<file path="config.mk">
export PLATFORM = sky130hd
export DESIGN_NAME = serial_adder
export DESIGN_NICKNAME = d
export VERILOG_FILES = /design/src/rtl/serial_adder.sv
export SDC_FILE = /design/constraint.sdc
export NUM_CORES = 1
export LEC_CHECK = 0
export ABC_CLOCK_PERIOD_IN_PS = 2800
export BUFFER_PORTS_ARGS = -buffer_cell sky130_fd_sc_hd__buf_2
export CAP_MARGIN = 20
export CELL_PAD_IN_SITES_DETAIL_PLACEMENT = 2
export CELL_PAD_IN_SITES_GLOBAL_PLACEMENT = 2
export CORE_MARGIN = 2
export CORE_UTILIZATION = 38
export CTS_CLUSTER_SIZE = 24
export DETAILED_ROUTE_END_ITERATION = 10
export PLACE_DENSITY = 0.94
export SYNTH_ARGS = -nofsm -noshare
export SYNTH_HDL_FRONTEND = slang
export SYNTH_SLANG_ARGS = --single-unit
</file>
<file path="constraint.sdc">
create_clock -name clk -period 2.8 [get_ports clk]
set_input_delay 0 -clock clk [delete_from_list [all_inputs] [get_ports clk]]
set_output_delay 0 -clock clk [all_outputs]
set_load 0.01 [all_outputs]
</file>
<file path="src/rtl/serial_adder.sv">
// serial_adder: bit-serial adder/subtractor built from one full-adder cell
// and a carry flop. WIDTH-bit operands are consumed LSB-first, one bit per
// clock, behind a start/busy/done handshake.
//
// Optional feature: define SERIAL_ADDER_OVF_EN to add the ovf output, the
// signed-overflow flag, valid with done.
module serial_adder #(
  parameter int WIDTH = 8
) (
  input  logic             clk,
  input  logic             rst,
  input  logic             start,
  input  logic             sub,
  input  logic [WIDTH-1:0] a,
  input  logic [WIDTH-1:0] b,
  output logic             busy,
  output logic             done,
  output logic [WIDTH-1:0] sum,
  output logic             carry
`ifdef SERIAL_ADDER_OVF_EN
  ,
  output logic             ovf
`endif
);

  localparam int CNT_W = (WIDTH > 1) ? $clog2(WIDTH) : 1;
  localparam logic [CNT_W-1:0] LAST = CNT_W'(WIDTH - 1);

  typedef enum logic [1:0] {
    IDLE = 2'd0,
    RUN  = 2'd1,
    DONE = 2'd2
  } state_t;

  state_t           state;
  logic [WIDTH-1:0] a_reg;
  logic [WIDTH-1:0] b_reg;
  logic [CNT_W-1:0] cnt;
  logic             c;
  logic             bit_s;
  logic             bit_c;

  // Full-adder cell on the current LSBs and the running carry.
  always_comb begin
    bit_s = a_reg[0] ^ b_reg[0] ^ c;
    bit_c = (a_reg[0] & b_reg[0]) | (a_reg[0] & c) | (b_reg[0] & c);
  end

`ifdef SERIAL_ADDER_OVF_EN
  logic c_msb;

  // Carry into the MSB cell, latched on the last RUN edge and held with sum.
  always_ff @(posedge clk or posedge rst) begin
    if (rst) begin
      c_msb <= 1'b0;
    end else if (state == RUN && cnt == LAST) begin
      c_msb <= c;
    end
  end

  // Signed overflow: carry into the MSB differs from carry out of it.
  assign ovf = c_msb ^ carry;
`endif

  // Control FSM plus the serial datapath; all outputs are registered.
  always_ff @(posedge clk or posedge rst) begin
    // NOTE: the async reset clears every flop, including the shift
    // registers, so sum reads 0 and no partial result leaks after an abort.
    if (rst) begin
      state <= IDLE;
      a_reg <= '0;
      b_reg <= '0;
      cnt   <= '0;
      c     <= 1'b0;
      busy  <= 1'b0;
      done  <= 1'b0;
      sum   <= '0;
      carry <= 1'b0;
    end else begin
      // NOTE: non-blocking assignments here, so every right-hand side sees
      // the pre-edge value, as the flops in hardware do.
      case (state)
        IDLE: begin
          done <= 1'b0;
          if (start) begin
            // Subtraction is a + ~b + 1: invert B and seed the carry with 1.
            a_reg <= a;
            b_reg <= sub ? ~b : b;
            c     <= sub;
            cnt   <= '0;
            busy  <= 1'b1;
            state <= RUN;
          end
        end
        RUN: begin
          sum   <= {bit_s, sum[WIDTH-1:1]};
          a_reg <= a_reg >> 1;
          b_reg <= b_reg >> 1;
          c     <= bit_c;
          cnt   <= cnt + 1'b1;
          if (cnt == LAST) begin
            carry <= bit_c;
            done  <= 1'b1;
            state <= DONE;
          end
        end
        DONE: begin
          done  <= 1'b0;
          busy  <= 1'b0;
          state <= IDLE;
        end
        default: begin
          done  <= 1'b0;
          busy  <= 1'b0;
          state <= IDLE;
        end
      endcase
    end
  end

endmodule

</file>
Word level (Yosys, flattened, before mapping). Cells that the tools add are included.

Register bits: 33. Input port bits: 20. Output and inout port bits: 11. Word-level logic and storage cells: 45.

$add $sub $neg: 1. Equality and inequality tests: 4. Mux-type cells: 16. Bitwise operators: 9. Reductions and logical operators: 6.

Operators with widths (number): 8-bit case mux with 2 select lines (2); 8-bit 2-to-1 mux (3); 8-bit NOT (1); 2-bit AND reduction (4); 3-bit case mux with 2 select lines (1); 1-bit 2-to-1 mux (4); 2-bit 2-to-1 mux (2); 2-bit inequality test, second input constant (2); 1-bit case mux with 2 select lines (2); 2-bit case mux with 2 select lines (1); 3-bit by 1-bit adder with 3-bit output, second input constant (1); 1-bit AND (3); 3-bit == test, second input constant (1); 3-bit 2-to-1 mux (1); 2-bit by 1-bit == test with 1-bit output, second input constant (1); 2-bit logical NOT (1); 1-bit OR (2); 2-bit nonzero test (1); 1-bit bitwise XOR (2); 1-bit NOT (1).

Logic depth before layout (Yosys ltp).
Depth after elaboration: 4. Depth in mapped cells: 4.

Worst setup path after synthesis. OpenSTA, ideal clock, no wires.

Path kind: register to register. From: register cnt[0]. To: register carry. Setup time: 125 ps. Arrival: 1159 ps. Required time: 2675 ps. Path slack: 1516 ps. Cell stages (with the launch flop): 5. Path buffers: 0. Period minus slack after synthesis: 1284 ps. Cell sequence: dfrtp_1 > ha_1 > ha_1 > and2_4 > mux2_4.

Cells in the longest elaborated chain, start to end: 2.

RTL lines: from (decl) (RTL line 38) `logic [CNT_W-1:0] cnt;`; from (signal assigned) (RTL line 100) `cnt <= cnt + 1'b1;`; 3-bit == test (RTL line 101) `if (cnt == LAST) begin`; 2-bit AND reduction (no line); to (signal assigned) (RTL line 102) `carry <= bit_c;`; to (decl) (RTL line 19) `output logic carry`.

Every way passes these cells. A chain may end at the register's enable or synchronous reset.

Worst setup path in the final report.
From: register state[0]. To: register sum[1].

Cells in the longest elaborated chain, start to end: 1.

RTL lines: from (decl) (RTL line 35) `state_t state;`; from (signal assigned) (RTL line 70) `state <= IDLE;`; from (signal assigned) (RTL line 92) `state <= RUN;`; from (signal assigned) (RTL line 104) `state <= DONE;`; 2-bit by 1-bit == test with 1-bit output (RTL line 82) `case (state)`; to (signal assigned) (RTL line 96) `sum <= {bit_s, sum[WIDTH-1:1]};`; to (decl) (RTL line 18) `output logic [WIDTH-1:0] sum,`.

Every way passes these cells.

==> load_flow_metrics.sql <==
INSERT INTO impl_metrics (metric_group, metric, value, unit) VALUES
('critical_path', 'slowest_stage', 'sky130_fd_sc_hd__dfrtp_1', ''),
('sta', 'maxSlewHeadroom', '57.38', '%'),
('worst_hold_path', 'worstHoldPathCells', '3', ''),
('critical_path', 'critPathBufInv', '1', ''),
('die', 'start_util', '40.47', '%'),
('sta', 'worst_hold_slack_across_all_endpoints', '104.2', 'ps'),
('sta', 'totalNegativeSetupSlack', '0', 'ps'),
('grt', 'grt.total_usage', '18.45', '%'),
('clock_network', 'tritoncts', 'done', ''),
('critical_path', 'critical_path.reg2reg.startpoint', 'state[0]', ''),
('critical_path', 'crit_path_dat', '1930', 'ps'),
('synth', 'postSynthCellCount', '124', ''),
('critical_path', 'crit_chain', 'nor2b_1 -> buf_4 -> mux2_2', ''),
('die', 'die_y', '67.15', 'microns'),
('synth', 'avgSynthCellArea', '12.22', 'sq um'),
('sta', 'fmaxAchievable', '566.9', 'MHz'),
('critical_path', 'worst-endpoint-required', '2970', 'ps'),
('critical_path', 'ff2ff_setup_slack', '1040', 'ps'),
('route', 'firstDrtPassIters', '2', ''),
('finish', 'area_delta_synth_final', '19.16', '%'),
('sta', 'rsz0062_at_grt', 'false', ''),
('synth', 'postSynthRegisterBits', '33', ''),
('sta', 'fin_crit_sh', '63.00', '%'),
('critical_path', 'worst_path_dominant_cell_family', 'flip-flops', ''),
('clock_network', 'htree_levels', '2', ''),
('critical_path', 'crit_path_start', 'state[0]', ''),
('sta', 'finalSetupViolations', '0', ''),
('clock_network', 'numCtsBuffers', '5', ''),
('outcome', 'outcome', 'complete, no violations', ''),
('clock_network', 'clock_tree.root_cell', 'sky130_fd_sc_hd__clkbuf_8', ''),
('route', 'routed_via_density', '5.267', ''),
('worst_hold_path', 'worstHoldPathType', 'in2reg', ''),
('critical_path', 'worst_path_largest_cell_delay', '750', 'ps'),
('placed_design', 'post-place-cells', '197', ''),
('clock_network', 'clock_latency', '280', 'ps'),
('worst_hold_path', 'hold_start', 'b[7]', ''),
('die', 'floorplan.die_area', '4508', 'sq um'),
('route', 'avgRoutedWirePerCell', '17.46', 'microns'),
('critical_path', 'timing.reg2reg.worst_path_depth', '3', ''),
('critical_path', 'worstPathMaxFanout', '25', ''),
('sta', 'period_needed', '1764', 'ps'),
('die', 'placementRows', '22', ''),
('synth', 'mappedNetlistArea', '1515', 'sq um'),
('synth', 'yosysWarningCount', '0', ''),
('critical_path', 'endpoint_type_of_the_worst_setup_path', 'flip-flop', ''),
('critical_path', 'timing.setup.critical_path_class', 'reg2reg', ''),
('placed_design', 'place.port_buffers', '30', ''),
('finish', 'layout-drive-gt1-share', '31.65', '%'),
('grt', 'grt_max_degree', '34', ''),
('die', 'top_level_i_o_count', '31', ''),
('route', 'total_vias_in_the_final_route', '1085', ''),
('die', 'placeableCoreArea', '3744', 'sq um'),
('finish', 'antenna_cells_inserted', '0', ''),
('grt', 'first_global_vias', '1232', ''),
('clock_network', 'number_of_buffers_on_the_longest_clock_path', '2', ''),
('route', 'wirelength', '3.597', 'mm'),
('sta', 'max_slew.worst_pin.slew', '639.2', 'ps'),
('sta', 'final-max-slew-violation-count', '0', ''),
('synth', 'synth.net_count', '147', ''),
('critical_path', 'cp-start-kind', 'flip-flop', ''),
('power_and_ir_drop', 'power.density', '1054', 'nW/um^2'),
('power_and_ir_drop', 'leakagePower', '0.9057', 'nW'),
('power_and_ir_drop', 'power', '1.903', 'mW'),
('placed_design', 'gp_congestion', '0.7686', ''),
('route', 'drcViolationCount', '0', ''),
('run', 'drv_cap', '0', ''),
('critical_path', 'worst-path-stages', '3', ''),
('critical_path', 'critical_path.reg2reg.endpoint', 'sum[1]', ''),
('critical_path', 'critPathCapture', 'sum[1]', ''),
('finish', 'fillers', '408', ''),
('grt', 'grt_first_pass_wirelength', '6.009', 'mm'),
('synth', 'yosysSeqAreaShare', '54.50', '%'),
('clock_network', 'clk_transition_reported_paths', '60', 'ps'),
('route', 'postRouteAntennaNets', '0', ''),
('sta', 'timing_hold_violations_final', '0', ''),
('finish', 'design.final.nets', '181', ''),
('power_and_ir_drop', 'max-vdd-ir-drop', '433.8', 'uV'),
('die', 'die_x', '67.15', 'microns'),
('grt', 'grt_antenna_before_repair', '0', ''),
('finish', 'instances_no_fill', '206', ''),
('grt', 'globalRoute.totalOverflow', '0', ''),
('placed_design', 'place_hpwl', '2.512', 'mm'),
('route', 'initialDrtViolationCount', '49', ''),
('sta', 'skew', '3.227', 'ps'),
('synth', 'synth.distinct_cells', '27', ''),
('clock_network', 'clock_sinks', '33', '');
## report_power, final
group	switching, mW	leakage, nW	total [mW]	internal (mW)
clock network	0.165	0.0443	0.360	0.195
registers	0.171	0.415	0.849	0.678
logic	0.311	0.446	0.694	0.383
total	0.647	0.906	1.90	1.26
## area by class of cell
type	count	area, sq um	area share [%]
multi-input combinational	81	633.1	35.07
inverter	2	7.507	0.4158
tap	48	60.06	3.326
timing repair buffer	35	192.7	10.67
clock buffer	7	86.33	4.782
sequential	33	825.8	45.74
## per-layer routing
layer | share of wire, % | vias up | track usage [%]
met2 | 54 | 25 | 34.41
met4 | 0.89 | 0 | 3.827
met1 | 41 | 550 | 20.91
li1 | - | 507 | -
met3 | 4.1 | 3 | 5.167
met5 | 0 | - | 0
## cell families after synthesis
kind of cell / synth area share [%]
xor+xnor: 4.624
mux: 8.670
simple gates: 11.73
compound gates: 13.79
fa+ha+maj: 2.973
buf+inv: 3.716
flops: 54.50
## placed cells by master, fill, tap and decap left out, drive strengths merged
cell         instances
o21a                 1
and3b                7
xnor2                2
nor2                 3
and3                 5
a221o                7
o21bai               1
nor2b                2
ha                   2
nand2                8
a32o                 1
and2                 1
mux2                10
inv                  2
a22oi                1
xor2                 6
nor3                 2
a22o                 3
fa                   1
buf                 33
a21oi                8
o21ai                8
dlygate4sd3          2
clkbuf               7
dfrtp               33
nand2b               2
## cell usage after synthesis
library cell                n  area share (%)
sky130_fd_sc_hd__a21oi_1    8             2.6
sky130_fd_sc_hd__a221o_1    7             4.6
sky130_fd_sc_hd__a22o_1     3             1.7
sky130_fd_sc_hd__a22oi_1    1            0.50
sky130_fd_sc_hd__a32o_1     1            0.66
sky130_fd_sc_hd__and2_4     1            0.58
sky130_fd_sc_hd__and3_1     5             2.1
sky130_fd_sc_hd__and3b_1    7             4.0
sky130_fd_sc_hd__buf_2      3            0.99
sky130_fd_sc_hd__buf_6      2             1.5
sky130_fd_sc_hd__clkbuf_1   3            0.74
sky130_fd_sc_hd__dfrtp_1   33              55
sky130_fd_sc_hd__fa_1       1             1.3
sky130_fd_sc_hd__ha_1       2             1.7
sky130_fd_sc_hd__inv_1      2            0.50
sky130_fd_sc_hd__mux2_2     5             3.7
sky130_fd_sc_hd__mux2_4     5             5.0
sky130_fd_sc_hd__nand2_1    8             2.0
sky130_fd_sc_hd__nand2b_1   2            0.83
sky130_fd_sc_hd__nor2_1     3            0.74
sky130_fd_sc_hd__nor2b_1    2            0.83
sky130_fd_sc_hd__nor3_1     2            0.66
sky130_fd_sc_hd__o21a_1     1            0.50
sky130_fd_sc_hd__o21ai_0    8             2.6
sky130_fd_sc_hd__o21bai_1   1            0.50
sky130_fd_sc_hd__xnor2_1    2             1.2
sky130_fd_sc_hd__xor2_1     6             3.5
## how the worst min path moves through the flow
| stage | end | slack, ps |
|---|---|---|
| 6_report | b_reg[7] | 100 |
| 5_1_grt | b_reg[7] | 120 |
| 4_1_cts | b_reg[7] | 110 |
| 3_5_place_dp | sum[7] | 120 |
| 3_3_place_gp | sum[7] | 100 |
| 2_1_floorplan | a_reg[0] | 130 |
## through the flow
step	instance area (sq um)	utilization (%)	worst slack [ps]
after global routing	1805	48.23	911.9
after global placement	1699	45.39	1176
after floorplan	1515	-	1516
after CTS	1805	48.23	1043
after detailed placement	1699	45.39	1061
final	1805	48.23	1036
## tightest hold or removal path: cells and delay by family
| kind | cells | cell delay (ps) |
|---|---|---|
| AO/OA/AOI/OAI | 1 | 200 |
| buffers and inverters | 1 | 90 |
| XOR/XNOR | 1 | 60 |
## what timing repair did
action,4_1_cts,5_1_grt
setup buffers,0,0
gates resized for setup,0,0
endpoints found under the hold margin,34,0
setup endpoints to repair,0,0
hold buffers,2,0
Note: power is estimated with default switching activity, not from simulation.
